`src/rtl/delay_sched.sv`:
```
// Round-robin scheduler sharing one prescaler/down-counter among four requesters.
// The owner is granted, counts its latched delay in prescaler ticks, then gets a one-cycle done pulse.
module delay_sched #(
  parameter int DIV_BITS = 22,
  parameter int DW       = 8
) (
  input  logic             clk,
  input  logic             rst,
  input  logic [3:0]       req,
  input  logic [4*DW-1:0]  dly,
  output logic [3:0]       grant,
  output logic [3:0]       done,
  output logic             busy
);

  typedef enum logic [1:0] {IDLE, COUNT, DONE} state_t;

  state_t              state_q, state_d;
  logic [3:0]          grant_q, grant_d;
  logic [3:0]          done_q, done_d;
  logic [1:0]          ptr_q, ptr_d;
  logic [DW-1:0]       rem_q, rem_d;
  logic [DIV_BITS-1:0] presc_q, presc_d;

  logic [1:0]          win;
  logic [1:0]          idx;
  logic [DW-1:0]       dly_w;
  logic                tick;
  logic                owner_req;

  // Scan ptr+3 down to ptr+1 so the nearest pending requester after ptr wins; ptr itself is last resort.
  always_comb begin
    win = ptr_q;
    idx = ptr_q;
    for (int k = 3; k >= 1; k--) begin
      idx = ptr_q + 2'(k);
      if (req[idx]) win = idx;
    end
  end

  always_comb begin
    unique case (win)
      2'd0:    dly_w = dly[0*DW +: DW];
      2'd1:    dly_w = dly[1*DW +: DW];
      2'd2:    dly_w = dly[2*DW +: DW];
      default: dly_w = dly[3*DW +: DW];
    endcase
  end

  assign tick      = (presc_q == {DIV_BITS{1'b1}});
  assign owner_req = |(req & grant_q);

  always_comb begin
    state_d = state_q;
    grant_d = grant_q;
    done_d  = '0;
    ptr_d   = ptr_q;
    rem_d   = rem_q;
    presc_d = presc_q;
    unique case (state_q)
      IDLE: begin
        grant_d = '0;
        presc_d = '0;
        if (req != 4'b0000) begin
          grant_d = 4'b0001 << win;
          ptr_d   = win;
          rem_d   = dly_w;
          if (dly_w == '0) begin
            state_d = DONE;
            done_d  = 4'b0001 << win;
          end else begin
            state_d = COUNT;
          end
        end
      end
      COUNT: begin
        presc_d = presc_q + 1'b1;
        // Abort wins over a coincident final tick: a dropped request never sees done.
        if (!owner_req) begin
          state_d = IDLE;
          grant_d = '0;
        end else if (tick) begin
          rem_d = rem_q - 1'b1;
          if (rem_q == {{(DW-1){1'b0}}, 1'b1}) begin
            state_d = DONE;
            done_d  = grant_q;
          end
        end
      end
      default: begin
        state_d = IDLE;
        grant_d = '0;
      end
    endcase
  end

  always_ff @(posedge clk) begin
    if (rst) begin
      state_q <= IDLE;
      grant_q <= '0;
      done_q  <= '0;
      ptr_q   <= 2'd3;
      rem_q   <= '0;
      presc_q <= '0;
    end else begin
      state_q <= state_d;
      grant_q <= grant_d;
      done_q  <= done_d;
      ptr_q   <= ptr_d;
      rem_q   <= rem_d;
      presc_q <= presc_d;
    end
  end

  assign grant = grant_q;
  assign done  = done_q;
  assign busy  = (state_q != IDLE);

endmodule

```
`config.mk`:
```
export PLATFORM = sky130hd
export DESIGN_NAME = delay_sched
export DESIGN_NICKNAME = d
export VERILOG_FILES = /design/src/rtl/delay_sched.sv
export SDC_FILE = /design/constraint.sdc
export NUM_CORES = 1
export LEC_CHECK = 0
export BUFFER_PORTS_ARGS = -buffer_cell sky130_fd_sc_hd__buf_2
export CORE_MARGIN = 2
export CORE_UTILIZATION = 35
export DETAILED_ROUTE_END_ITERATION = 10
export HOLD_SLACK_MARGIN = 0.02
export PLACE_DENSITY = 0.63
export RECOVER_POWER = 50
export SETUP_SLACK_MARGIN = 0.02
export SLEW_MARGIN = 0
export SYNTH_ARGS = -nofsm -noshare
export SYNTH_HDL_FRONTEND = slang
export SYNTH_SLANG_ARGS = --single-unit
```
`constraint.sdc`:
```
create_clock -name clk -period 3.15 [get_ports clk]
set_input_delay 0.4725 -clock clk [delete_from_list [all_inputs] [get_ports clk]]
set_output_delay 0.4725 -clock clk [all_outputs]
set_load 0.01 [all_outputs]
```
# Yosys cells after proc, flatten, opt, wreduce, memory -nomap -nowiden
# Cells that the tools add are included.
# word_totals
regBits	42
latchBits	0
ramBits	0
mem_bits_ro	0
input_bits	38
output_inout_bits	9
word_cells	67
mem_count	0
# op_classes
addsub	5
mul	0
n_div	0
n_lt_le_gt_ge	3
n_eq_ne	11
n_shift	1
muxes	30
bitwise	1
reduce_logical	10
# op_table
operator	count
22-bit case mux with 2 select lines	1
4-bit two-way mux	7
8-bit two-way mux	3
8-bit case mux with 3 select lines	1
22-bit by 1-bit adder with 22-bit output (second input constant)	1
22-bit == test (second input constant)	1
2-bit two-way mux	8
4-bit case mux with 2 select lines	2
8-bit case mux with 2 select lines	1
2-bit by 3-bit less-than comparator with 1-bit output (second input constant)	3
8-bit by 1-bit == test with 1-bit output (second input constant)	1
8-bit zero test	1
2-bit != test (second input constant)	4
8-bit by 1-bit subtractor with 8-bit output (second input constant)	1
1-bit binary-select mux with 2-bit select	3
3-bit != test (second input constant)	2
2-bit adder (second input constant)	2
4-bit bitwise AND	1
2-bit by 1-bit == test with 1-bit output (second input constant)	2
2-bit zero test	2
2-bit case mux with 2 select lines	1
4-bit AND reduction	1
2-bit nonzero test	2
4-bit nonzero test	1
other kinds (7)	9

# Longest topological paths before layout
# Gate-level depths: netlist of the first run.
# logic_depth
depth_word	12
mapped_depth	12

# Worst setup path after synthesis of the first run
# No wires, ideal clock.
# synth_timing
path_kind	input to register
startpoint	in req[3]
endpoint	reg done_q[2] (netlist: done[2])
t_arrival_ns	2.581
slack_ns	0.473
stages	12
path_buffers	5
path_cell_list	buf_2 nand2_1 a21o_1 buf_6 and3_4 buf_6 buf_6 a211oi_2 o22ai_1 or4_1 buf_2 o41ai_2
# synth_between
elab_chain_cells	11
# synth_rtl
element	line	rtl
from (decl)	9	input logic [3:0] req,
1-bit binary-select mux with 2-bit select	37	if (req[idx]) win = idx;
1-bit two-way mux (not written as such)	37	
2-bit two-way mux (3 in a row)	37	
2-bit == test (tied with other cells)	42	unique case (win)
8-bit case mux with 3 select lines	42	
8-bit zero test	68	if (dly_w == '0) begin
4-bit two-way mux	68	
4-bit two-way mux	64	if (req != 4'b0000) begin
4-bit case mux with 2 select lines (*)	60	unique case (state_q)
to (signal assigned)	108	done_q <= done_d;
to (decl)	20	logic [3:0] done_q, done_d;
# Every way passes the cells marked *; elsewhere a longest branch is shown, timed or not. The select of a mux whose other input is x is not followed.
# A chain may end at the register's enable or synchronous reset.

# Worst setup path in the final report of the first run
# layout_timing
startpoint	reg ptr_q[1]
endpoint	reg done_q[2] (netlist: done[2])
# layout_between
elab_chain_cells	12
# layout_rtl
element	line	rtl
from (decl)	21	logic [1:0] ptr_q, ptr_d;
from (signal assigned)	109	ptr_q <= ptr_d;
2-bit adder	36	idx = ptr_q + 2'(k);
1-bit binary-select mux with 2-bit select	37	
1-bit two-way mux (not written as such)	37	
2-bit two-way mux (2 in a row)	37	
2-bit two-way mux (*)	37	
2-bit == test (tied with other cells)	42	
8-bit case mux with 3 select lines	42	
8-bit zero test	68	
4-bit two-way mux (*)	68	
4-bit two-way mux (*)	64	
4-bit case mux with 2 select lines (*)	60	
# Marks and branches as above.

==> results of run 1 <==
[Yosys cell counts (3+ instances only)]
cell type,count
xor2_1,14
nand2_1,34
clkbuf_1,11
a211oi_1,12
a21oi_1,19
dfxtp_1,42
a211oi_2,4
nor3b_1,3
buf_2,3
buf_6,4
nor2b_1,4
a22oi_1,3
nor3_1,11
o41ai_2,4
nand2b_1,4
o21ai_1,11
xnor2_1,3
nor2_1,31
ha_1,3
nor4_1,3
a31oi_1,16
nand3_1,11
o22ai_1,4
o21ai_0,8
and4_1,3
inv_1,21
nand4_1,5
or3_1,5
[placed cells by master (no fill, tap or decap), types with 10 or more instances in the layout]
cell,instances
a211oi_1,12
a21oi_1,19
a31oi_1,16
buf_2,37
clkbuf_1,10
dfxtp_1,42
inv_1,21
nand2_1,34
nand3_1,11
nor2_1,31
nor3_1,11
o21ai_1,11
xor2_1,14
[final cells by class]
class,instances,area [µm²],share of cell area (%)
multi-input combinational,234,1420,51.0
clock buffer,5,68.8,2.48
timing repair buffer,50,245,8.84
sequential,42,841,30.3
inverter,21,78.8,2.84
tap,80,100,3.61
clock inverter,3,25.0,0.902
[report_power, final]
part,total (mW),switching [mW],internal (mW),leakage (nW)
registers,0.606,0.0395,0.567,0.341
logic,0.407,0.248,0.159,0.681
clock network,0.357,0.197,0.160,0.0447
total,1.37,0.485,0.885,1.07
[sequential cells by signal, indices dropped and copies added, names as in the netlist]
| signal | cells |
|---|---|
| rem_q | 8 |
| grant | 4 |
| done | 4 |
| ptr_q | 2 |
| presc_q | 22 |
| state_q | 2 |
[per-layer routing]
layer  up-vias  global-route usage [%]  part of all wire (%)
li1       1202                       -                     -
met2        62                    24.0                    44
met3         5                    2.75                   5.0
met4         0                    4.62                  0.99
met1      1036                    19.8                    50
met5         -                       0                     0
[cells by family (layout without fill, tap and decap cells)]
kind of cell,Yosys count,after routing,synth area share [%]
compound gates,92,92,26.1
simple gates,122,122,24.3
fa+ha+maj,3,3,1.54
buf+inv,40,79,7.53
flops,42,42,34.4
xor+xnor,17,17,6.10
[stage by stage]
| stage | power, mW | area, µm² | utilization [%] | worst slack (ns) |
|---|---|---|---|---|
| 6_report | 1.37 | 2780 | 41.1 | 0.477 |
| 5_1_grt | 1.47 | 2780 | 41.1 | 0.259 |
| 4_1_cts | 1.38 | 2790 | 41.3 | 0.477 |
| 3_5_place_dp | 1.03 | 2700 | 39.9 | 0.203 |
| 3_3_place_gp | 1.02 | 2700 | 39.9 | 0.325 |
| 2_1_floorplan | 0.932 | 2440 | - | 0.473 |
[worst max-delay path, delay by kind of cell (launching register included)]
| kind | cells | cell delay [ns] |
|---|---|---|
| AND/OR/NAND/NOR | 3 | 0.94 |
| flip-flops | 1 | 0.46 |
| AO/OA/AOI/OAI | 4 | 1.18 |
[worst paths after layout]
check / slack [ns] / from / to / cells after the start
worst min register to register: 0.47 / rem_q[1] / rem_q[1] / 2
worst max-delay path: 0.48 / ptr_q[1] / done[2] / 7
worst max register to register: 0.48 / ptr_q[1] / done[2] / 7
worst min-delay path: 0.47 / rem_q[1] / rem_q[1] / 2
==> metrics.md, run 1 <==
| Metric | Value |
|---|---|
| Worst-margin pin slew | 1.23 ns |
| Final RePlAce weighted congestion | a little under 0.9 |
| Drt pass-1 iters | 5 |
| Crit path DAT | 2.88 ns |
| Top cell type by total area after synthesis | dfxtp_1 |
| Die Y | around 90 µm |
| Crit share post-route | between 80% and 90% |
| Crit-path max cell delay | 0.70 ns |
| CP cell instances | nand2_1 > nand3b_1 > o311ai_1 > a211oi_1 > o22ai_1 > or4_1 > o41ai_2 |
| Main synth FF type | dfxtp_1 |
| Worst Hold Class | reg2reg |
| Total GRT Usage | between 10 and 15% |
| Final net count | between 300 and 400 |
| Antenna violations before repair | 0 |
| Synthesized cell area | between 0.002 and 0.0025 mm² |
| DRC Markers | 0 |
| Core area | 0.00676 mm² |
| DP Cell Count | 427 |
| Proportion of layout cells with a drive suffix above 1 | approximately 16% |
| IO buf count | 46 |
| CTS tree | built |
| Fillers | ~700 |
| Sink Count | 42 |
| Final Routed Wirelength | ~5500 µm |
| Final HPWL DP | slightly above 4000 µm |
| Syn Inst Count | 316 |
| First-pass GRT wire length | ~9000 µm |
| Relative max-transition margin | between 10% and 20% |
| Post-DRT Antenna Nets | 0 |
| # setup viols final | 0 |
| Synth async-reset ratio | 0% |
| #FFs+latches synth | 42 |
| Ys Warns | 0 |
| Hold buffer count at cts | 0 |
| Status | finished clean |
| Worst endpoint required time | between 3 and 4 ns |
| Die X | 87.5 µm |
| Sequential share of the synthesized area | 34.4% |
| Dominant cells by area after synthesis | dfxtp_1, nand2_1, xor2_1 |
| Buffer count from post-CTS setup fixing | 0 |
| Peak VDD IR | around 240 µV |
| Ports | 47 |
| Min Tclk post-route | about 2.7 ns |
| PwrDens | 494 mW/mm² |
| Vias in the first global route | approximately 2100 |
| Antenna cells | 0 |
| Area delta synth->final | 13.7% |
| H-tree Lvls | 2 |
| Synth top area share | approximately a third |
| # Max-Cap Violations | 0 |
| Via density per instance | ~5.3 |
| Post-cts sizing count | 0 |
| Clock transition at path regs | approximately 0.09 ns |
| EDFF count, synth | 0 |
| RSZ-0062 raised after global routing | no |
| Crit path max-delay cell type | or4_1 |
| Row count | 30 |
| Startpoint types | register |
| Clk_lat worst skew | around 0.30 ns |
| Post-Layout Cell Count | 435 |
| Slew Viols, Final | 0 |
| Die Area | between 0.007 and 0.008 mm² |
| Largest net degree at the start of global routing | 25 |
| Effective utilization at floorplan | 36.1% |
| Fin Clk Skew | 0.0119 ns |
| Leakage | approximately 1.1 nW |
| Max Fclk | about 370 MHz |
| Worst-path fanout max | 9 |
| Average wire per standard cell | 12.7 µm |
| 1st-iter DRT viols | 52 |
| CTS Root Cell | clkbuf_8 |
| Avg Synthesized Cell Area | between 7 and 8 µm² |
| TNS Setup | 0 ns |
| Setup CP Type | reg2reg |
| Worst Setup End Kind | register |
| CTS Buf Count | 5 |
| Yosys cell types | 43 |
| Syn nets | between 300 and 400 |
| Final Hold Fails | 0 |
| Clock Path Buffers | 2 |
| DR vias | roughly 2300 |
| Gr ovfl total | 0 |
| Final Hold Slack | 0.470 ns |
No activity file was read; power rests on OpenSTA's default activity.
==> run 2, diff against run 1 <==
ABC_AREA = 1   (was unset)
PLACE_DENSITY = 0.62   (was 0.63)
clock period = 2.55 ns   (was 3.15 ns; I/O delays follow)
==> run 2 against run 1 <==
  * Critical path depth rose by 9
  * Die area rose by 8.4%
  * Sequential cell count did not move
  * Wire length rose by 20%
  * Critical path type unchanged
==> metrics.md, run 2 <==
| Metric | Value |
|---|---|
| Sequential share of the synthesized area | a little under a third |
| Commonest cells after routing, fill and taps aside | nand2_1, inv_1, dfxtp_1 |
| TNS Setup | 0 ns |
| Count leader, synth | nand2_1 |
| Synth top area share | approximately a third |
| Die X | a little over 90 µm |
| Vias in the first global route | 2471 |
| 1st-iter DRT viols | 180 |
| IO buf count | 46 |
| CTS Buf Count | 5 |
| Critical Path End | done[3] |
| CTS Root Cell | clkbuf_8 |
| Crit path DAT | between 2 and 3 ns |
| #FFs+latches synth | 42 |
| Final core utilization | a little over two fifths |
| Min Tclk post-route | 2.36 ns |
| Largest net degree at the start of global routing | 21 |
| Effective utilization at floorplan | between 30% and 40% |
| Average wire per standard cell | around 12 µm |
| Worst-margin pin slew | a little under 0.6 ns |
| Fillers | about 800 |
| Top cell type by total area after synthesis | dfxtp_1 |
| R2R cell count | 16 |
| Critical R2R Launch | ptr_q[0] |
| Worst endpoint required time | ~2.8 ns |
| Status | finished clean |
| Avg Synthesized Cell Area | ~6.7 µm² |
| Final Hold Fails | 0 |
| DR vias | 2726 |
| Worst-path fanout max | 20 |
| Worst Setup End Kind | register |
| Synth async-reset ratio | 0% |
| Hold buffer count at cts | 0 |
| Dominant cells by area after synthesis | dfxtp_1, nand2_1, inv_1 |
| Slew Viols, Final | 0 |
| Clock transition at path regs | 0.09 ns |
| Final net count | about 500 |
| # Max-Cap Violations | 0 |
| Commonest non-fill, non-tap cell in the layout | nand2_1 |
| Antenna violations before repair | 0 |
| Yosys cell types | 38 |
| Final HPWL DP | between 5000 and 6000 µm |
| EDFF count, synth | 0 |
| Worst reg-to-reg setup slack | about 0.19 ns |
| PwrDens | approximately 1300 mW/mm² |
| Synthesized cell area | around 0.0027 mm² |
| Regs by FF count | presc_q (22), rem_q (8) |
| Syn Inst Count | a little under 400 |
| Total GRT Usage | between 10% and 20% |
| Setup CP Type | reg2reg |
| Sink Count | 42 |
| Leakage | 1.31 nW |
| Ports | 47 |
| Area delta synth->final | 19.3% |
| Via density per instance | between 4 and 5 |
| Clock Path Buffers | 2 |
| Drt pass-1 iters | 4 |
| Antenna cells | 0 |
| Relative max-transition margin | about three fifths |
| Startpoint types | register |
| Die Y | 91.1 µm |
| Row count | 31 |
| Ys Warns | 0 |
| Crit share post-route | between 90 and 100% |
| Final Routed Wirelength | approximately 6700 µm |
| Core area | roughly 0.0073 mm² |
| Most flops, register | presc_q |
| Die Area | slightly above 0.008 mm² |
| Largest register FFs | 22 |
| Clk_lat worst skew | approximately 0.30 ns |
| # setup viols final | 0 |
| Peak VDD IR | 738 µV |
| Gr ovfl total | 0 |
| Post-synth top cells | nand2_1, inv_1, dfxtp_1, a21oi_1, nand3_1 |
| Proportion of layout cells with a drive suffix above 1 | a little over a fifth |
| Syn nets | 439 |
| CTS tree | built |
| Critical path origin | ptr_q[0] |
| Final RePlAce weighted congestion | 0.894 |
| Fin Clk Skew | between 0.007 and 0.008 ns |
| RSZ-0062 raised after global routing | yes |
| Worst Hold Class | in2reg |
| Post-DRT Antenna Nets | 0 |
| Main synth FF type | dfxtp_1 |
| H-tree Lvls | 2 |
| Max Fclk | 424 MHz |
| DRC Markers | 0 |
| First-pass GRT wire length | 10900 µm |
| RR Endpoint | done[3] |
| Final Hold Slack | 0.382 ns |
-- run 2: cell types whose count changed in the layout (fill, tap and decap cells not counted), moves of 12 or more --
cell / change
xor2_1: -12
nand2_1: +51
a31oi_1: -14
nand3_2: +12
nand3_1: +22
o21ai_0: +12
inv_1: +26
a21oi_1: +14
-- run 2: metal layers --
layer / track usage (%) / routed length (µm)
met5: 0 / 0
met4: 6.57 / 110
met3: 2.99 / 310
met2: 25.0 / 2990
met1: 21.4 / 3250
-- run 2: logic make-up after synthesis --
logic type / share of synthesized area [%]
AND/OR/NAND/NOR: 37.7
AO/OA/AOI/OAI: 16.7
buffers and inverters: 10.8
flip-flops: 31.7
XOR/XNOR: 1.65
adder cells (fa/ha/maj): 1.41
-- run 2: timing repair --
item | in CTS | in global routing
endpoints found under the setup margin | 0 | 9
gates resized for setup | 0 | 11
buffers inserted | 0 | 9
-- run 2: final cells by class --
cell class | count | area [µm²] | share of cell area, %
Timing Repair Buffer | 63 | 335 | 10.6
Tap cell | 99 | 124 | 3.91
Sequential cell | 42 | 843 | 26.6
Multi-Input combinational cell | 291 | 1570 | 49.4
Inverter | 55 | 210 | 6.64
Clock buffer | 5 | 68.8 | 2.17
Clock inverter | 3 | 21.3 | 0.671
-- run 2: worst min path at each step --
| stage | cells past startpoint | to | startpoint | slack [ns] |
|---|---|---|---|---|
| 2_1_floorplan | 1 | presc_q[6] | presc_q[6] | 0.42 |
| 6_report | 2 | presc_q[1] | rst | 0.38 |
| 4_1_cts | 2 | presc_q[1] | rst | 0.39 |
| 5_1_grt | 2 | presc_q[1] | rst | 0.42 |
| 3_5_place_dp | 1 | presc_q[6] | presc_q[6] | 0.45 |
| 3_3_place_gp | 1 | presc_q[6] | presc_q[6] | 0.43 |
-- run 2: worst max-delay path: stages (launching register included) --
cell     delay [ns]
dfxtp_2        0.35
buf_4          0.16
nand2_1        0.06
nand2_1        0.05
a21oi_1        0.22
nand3_2        0.14
nand2_1        0.13
nand2_4        0.10
nand2_8        0.15
inv_2          0.06
nand2_1        0.13
nor2_1         0.08
nor2_2         0.12
nand2_2        0.07
nor2_4         0.18
nand3_1        0.15
a21oi_2        0.15
-- run 2: where the power goes --
part           total (mW)  internal [mW]  switching (mW)  leakage, nW
Clock               0.439          0.192           0.247       0.0441
Combinational        2.78           1.03            1.76        0.920
Sequential          0.878          0.772           0.106        0.341
-- run 2: metrics by stage --
| stage | power [mW] | cells | setup slack, ns | cell area [µm²] |
|---|---|---|---|---|
| global route | 4.47 | 558 | 0.00753 | 3170 |
| CTS | 3.82 | 549 | 0.0323 | 3080 |
| global placement | 3.35 | 541 | 0.121 | 2990 |
| detailed placement | 3.39 | 541 | 0.0509 | 2990 |
| floorplan | 3.01 | 398 | 0.596 | 2660 |
| finish | 4.10 | 558 | 0.191 | 3170 |
